<file path="config.mk">
export PLATFORM = sky130hd
export DESIGN_NAME = regfiletmp_ctrl
export DESIGN_NICKNAME = d
export VERILOG_FILES = /design/src/rtl/regfiletmp_ctrl.sv
export SDC_FILE = /design/constraint.sdc
export NUM_CORES = 1
export LEC_CHECK = 0
export BUFFER_PORTS_ARGS = -buffer_cell sky130_fd_sc_hd__buf_2
export CORE_AREA = 2 2 154 156
export CTS_CLUSTER_DIAMETER = 60
export DETAILED_ROUTE_END_ITERATION = 10
export DIE_AREA = 0 0 156 158
export GPL_TIMING_DRIVEN = 0
export PLACE_DENSITY_LB_ADDON = 0.1
export SETUP_SLACK_MARGIN = 0.02
export SLEW_MARGIN = 10
export SYNTH_ARGS = -nofsm -noshare
export SYNTH_HDL_FRONTEND = slang
export SYNTH_SLANG_ARGS = --single-unit
</file>
<file path="constraint.sdc">
create_clock -name clock -period 4.1 [get_ports clock]
set_clock_uncertainty 0.05 [all_clocks]
set_input_delay 0.41 -clock clock [delete_from_list [all_inputs] [get_ports clock]]
set_output_delay 0.41 -clock clock [all_outputs]
set_load 0.01 [all_outputs]
</file>
<file path="src/rtl/regfiletmp_ctrl.sv">
// ============================================================================
// Module   : regfiletmp_ctrl
// Brief    : In-order alloc/commit controller for the regfiletmp speculative RF
// Revision : 1.0
// ============================================================================
`default_nettype none

module regfiletmp_ctrl #(
  parameter int DEPTH = 32,
  parameter int AW    = 5,
  parameter int DW    = 73
) (
  input  logic          clock,
  input  logic          reset,
  input  logic          alloc_req,
  input  logic [4:0]    alloc_rd,
  input  logic [31:0]   alloc_pc,
  input  logic [1:0]    alloc_type,
  output logic          alloc_gnt,
  output logic [AW-1:0] alloc_tag,
  output logic          full,
  output logic          empty,
  input  logic          wb_valid,
  input  logic [AW-1:0] wb_tag,
  input  logic [31:0]   wb_data,
  input  logic [AW-1:0] lookup_tag,
  output logic          lookup_ready,
  output logic [31:0]   lookup_data,
  input  logic          mispredict,
  output logic          commit_valid,
  output logic [4:0]    commit_rd,
  output logic [31:0]   commit_data,
  output logic [DW-1:0] rf_data_in,
  output logic [AW-1:0] rf_waddr,
  output logic          rf_new_entry,
  output logic          rf_update,
  output logic          rf_flush,
  output logic [AW-1:0] rf_rd_addr1,
  input  logic [DW-1:0] rf_data_out1,
  output logic [AW-1:0] rf_rd_addr2,
  input  logic [DW-1:0] rf_data_out2
);

  localparam logic [AW:0] c_depth = DEPTH[AW:0];

  logic [AW-1:0] r_head;
  logic [AW-1:0] r_tail;
  logic [AW:0]   r_count;

  logic [AW-1:0] w_wb_dist;
  logic          w_wb_inwin;
  logic          w_wb_steal;
  logic          w_unused;

  // Distance from head wraps naturally in AW bits, giving the circular window test.
  assign w_wb_dist  = wb_tag - r_head;
  assign w_wb_inwin = ({1'b0, w_wb_dist} < r_count);
  assign w_wb_steal = wb_valid & w_wb_inwin;

  assign full  = (r_count == c_depth);
  assign empty = (r_count == '0);

  assign rf_flush     = reset & mispredict;
  assign rf_update    = reset & w_wb_steal & ~mispredict;
  assign alloc_gnt    = reset & alloc_req & ~full & ~rf_update & ~mispredict;
  assign rf_new_entry = alloc_gnt;
  assign alloc_tag    = r_tail;

  assign rf_rd_addr1  = r_head;
  assign rf_rd_addr2  = w_wb_steal ? wb_tag : lookup_tag;

  assign commit_valid = reset & ~empty & rf_data_out1[0] & rf_data_out1[1] & ~mispredict;
  assign commit_rd    = rf_data_out1[72:68];
  assign commit_data  = rf_data_out1[33:2];

  assign lookup_ready = rf_data_out2[0] & rf_data_out2[1];
  assign lookup_data  = rf_data_out2[33:2];

  // Writeback keeps the stored rd/PC/type, read back through the stolen port 2.
  assign rf_waddr   = rf_update ? wb_tag : r_tail;
  assign rf_data_in = rf_update ? {rf_data_out2[72:34], wb_data, 2'b11}
                                : {alloc_rd, alloc_pc, alloc_type, 32'b0, 2'b01};

  assign w_unused = ^rf_data_out1[67:34];

  always_ff @(posedge clock or negedge reset) begin
    if (!reset) begin
      r_head  <= '0;
      r_tail  <= '0;
      r_count <= '0;
    end else if (mispredict) begin
      r_head  <= '0;
      r_tail  <= '0;
      r_count <= '0;
    end else begin
      if (commit_valid) r_head <= r_head + AW'(1);
      if (alloc_gnt)    r_tail <= r_tail + AW'(1);
      r_count <= r_count + (AW+1)'(alloc_gnt) - (AW+1)'(commit_valid);
    end
  end

endmodule

`default_nettype wire

</file>
==> results.yml <==
run_status:
  status: "completed"
timing:
  finalHoldViolCount: 0
  finalSetupTns_ns: 0
  relSlewSlack_pct: 59.5
  setup_viol: 0
  rsz0062_at_grt: "false"
  slew_viol_final: 0
  period_minus_slack_ns: 3.84
  fmax_ghz: 0.260
  tightest_slew_ns: 0.605
  period_share_pct: 93.7
  whs_ns: 0.0682
synth:
  ys_warn_count: 0
  syn_area_mm2: 0.00268
  syn_nets: 551
  ys_seq_area_share_pct: 14.9
  synth_seq_cells: 16
  netlist_instances: 298
  synth_edf_count: 0
  async_flop_share_pct: 100
  syn-mean-instance-area_um2: 9.00
  ys_types: 38
  synth_ff_type: "dfrtp_1"
route:
  first_pass_iters: 4
  drc: 0
  via_per_inst: 3.56
  wire_per_inst_um: 13.0
  wl_mm: 11.6
  antenna_left: 0
  drt_iter0_markers: 133
  vias: 3177
clock_tree:
  cts_made_buffers: 3
  cts_tree: "built"
  cts_buffer_depth: 2
  clk_latency_ns: 0.25
  htree_levels: 1
  clk_pin_slew_ns: 0.06
  numClockSinks: 16
  cts-root-buf: "clkbuf_16"
global_routing:
  overflow: 0
  first_global_vias: 2812
  grt_max_degree: 21
  grt_pass1_wl_mm: 15.2
  grt_antenna_before_repair: 0
  grt_usage_pct: 7.97
final_layout:
  multi_input_area_mm2: 0.00160
  nets: 856
  fin_area_mm2: 0.00469
  area_delta_synth_final_pct: 74.9
  final_cell_mix: "buf_2, buf_4, mux2_1"
  n_fill_cell: 2605
  final_util_pct: 20.3
  diodes: 0
  final_common_cell: "buf_2"
  drive_gt1_share_pct: 67.6
  ff_latch_area_um2: 402
worst_hold_path:
  hold_class: "in2async"
floorplan:
  die_w_um: 156
  die_h_um: 158
  ioPinCount: 402
  dieArea_mm2: 0.0246
  initial_core_util_pct: 11.6
  rows: 56
  core_mm2: 0.0231
setup_path:
  crit_path_start_kind: "flip-flop"
  crit_path_max_fanout: 10
  critPathSlowestCell: "dfrtp_2"
  arrival_ns: 3.38
  cp-end-kind: "output pin"
  worstReg2RegStart: "rf_rd_addr1[0]$_DFFE_PN0P_"
  startpoint: "rf_rd_addr1[0]$_DFFE_PN0P_"
  worst_ep_required_time_ns: 3.64
  cp_num_buf_inv: 5
  crit_family: "adder cells"
  max_stage_delay_ns: 0.38
  worstSetupPathType: "reg2out"
  worstPathCellList: "ha_1, inv_1, fa_2, a21o_1, a21oi_2, xnor2_2, ha_1, nand2b_2, o221ai_2, nor4b_4, buf_6, buf_12, buf_6, mux2_1, buf_2"
place:
  place_area_mm2: 0.00453
  gp_congestion: 0.726
  port-buffer-count: 297
  dp_hpwl_mm: 10.3
pwr:
  ir_worst_vdd_mv: 0.167
  p_per_area_mw_per_mm2: 250
  p_leak_nw: 2.62
job:
  cap_violations: 0
[report_power, final]
| part | total, W | switching (W) | internal [W] |
|---|---|---|---|
| clock | 0.000219 | 0.0000704 | 0.000149 |
| combinational | 0.000755 | 0.000380 | 0.000375 |
| sequential | 0.000197 | 0.0000177 | 0.000179 |
| total | 0.00117 | 0.000468 | 0.000703 |
[Yosys cell counts, drive strengths merged, types with 2 or more instances]
cell type | count | area (µm²)
buf | 81 | 639
mux2 | 50 | 563
and2 | 34 | 213
ha | 19 | 238
inv | 17 | 63.8
dfrtp | 16 | 400
nor2 | 15 | 56.3
xnor2 | 8 | 70.1
a21oi | 7 | 35.0
nand2 | 5 | 18.8
nand3 | 5 | 25.0
nand4 | 4 | 25.0
nor2b | 4 | 25.0
a21o | 3 | 22.5
o21ai | 3 | 15.0
or4 | 3 | 22.5
xor2 | 3 | 26.3
clkbuf | 2 | 10.0
fa | 2 | 40.0
nor3 | 2 | 10.0
nor4 | 2 | 12.5
o31ai | 2 | 15.0
[worst reg2reg max path: cells and delay by family, from the launching register on]
kind	cells	cell delay (ns)
adders and majority gates	5	1.35
and+or+nand+nor	6	0.68
AOI/OAI and AO/OA	4	0.60
DFF	1	0.38
buffers and inverters	3	0.38
xor gates and xnor gates	2	0.28
[path summary, 6_finish.rpt]
kind | to | slack, ns | depth (start not counted)
hold / removal | r_count[1]$_DFF_PN0_ | 0.07 | 1
min in group clock | rf_rd_addr1[4]$_DFFE_PN0P_ | 0.54 | 2
setup / recovery | rf_waddr[1] | 0.26 | 15
setup reg to reg | r_count[4]$_DFF_PN0_ | 0.28 | 20
max in group asynchronous | rf_rd_addr1[0]$_DFFE_PN0P_ | 3.58 | 1
hold reg to reg | rf_rd_addr1[4]$_DFFE_PN0P_ | 0.54 | 2
[per-stage QoR]
| stage | power (W) | worst slack (ns) | std cells |
|---|---|---|---|
| finish | 0.00117 | 0.257 | 892 |
| global route | 0.00127 | 0.0391 | 892 |
| CTS | 0.00119 | 0.0240 | 892 |
| detailed placement | 0.000946 | -0.500 | 885 |
| global placement | 0.000948 | -0.492 | 885 |
| floorplan | 0.000663 | 0.0633 | 298 |
[kinds of logic (layout without fill, tap and decap cells)]
group	count (synthesis)	in the layout	share of synthesized area [%]
other	1	1	0.140
AO/OA/AOI/OAI	19	19	5.27
multiplexers	51	51	21.4
AND/OR/NAND/NOR	79	79	17.7
buffers and inverters	100	404	26.6
flip-flops	16	16	14.9
XOR/XNOR	11	11	3.59
adder cells (fa/ha/maj)	21	21	10.4
[layer usage]
layer	wire (µm)	up-vias	GRT usage (%)	share of wire (%)
li1	-	1530	-	-
met1	4890	1434	10.6	42
met2	5590	211	13.9	48
met3	1060	2	1.23	9.1
met4	47	0	1.18	0.41
met5	0	-	0	0
[repair_timing]
action | CTS | global route
buffers inserted | 3 | 0
hold buffers | 0 | 0
gates resized for setup | 8 | 5
setup endpoints to repair | 49 | 48
gates cloned | 0 | 0
pin swaps | 1 | 3
[sequential cells by signal (all words and copies together), names as in the netlist]
signal       cells
alloc_tag        5
r_count          6
rf_rd_addr1      5
[area by class of cell]
class                           count  share of cell area [%]
Timing Repair Buffer              300                    32.4
Inverter                           17                    1.36
Sequential cell                    16                    8.56
Tap cell                          290                    7.74
Multi-Input combinational cell    182                    34.0
Buffer                             83                    14.0
Clock buffer                        4                    1.89
(Power assumes the default switching activity.)
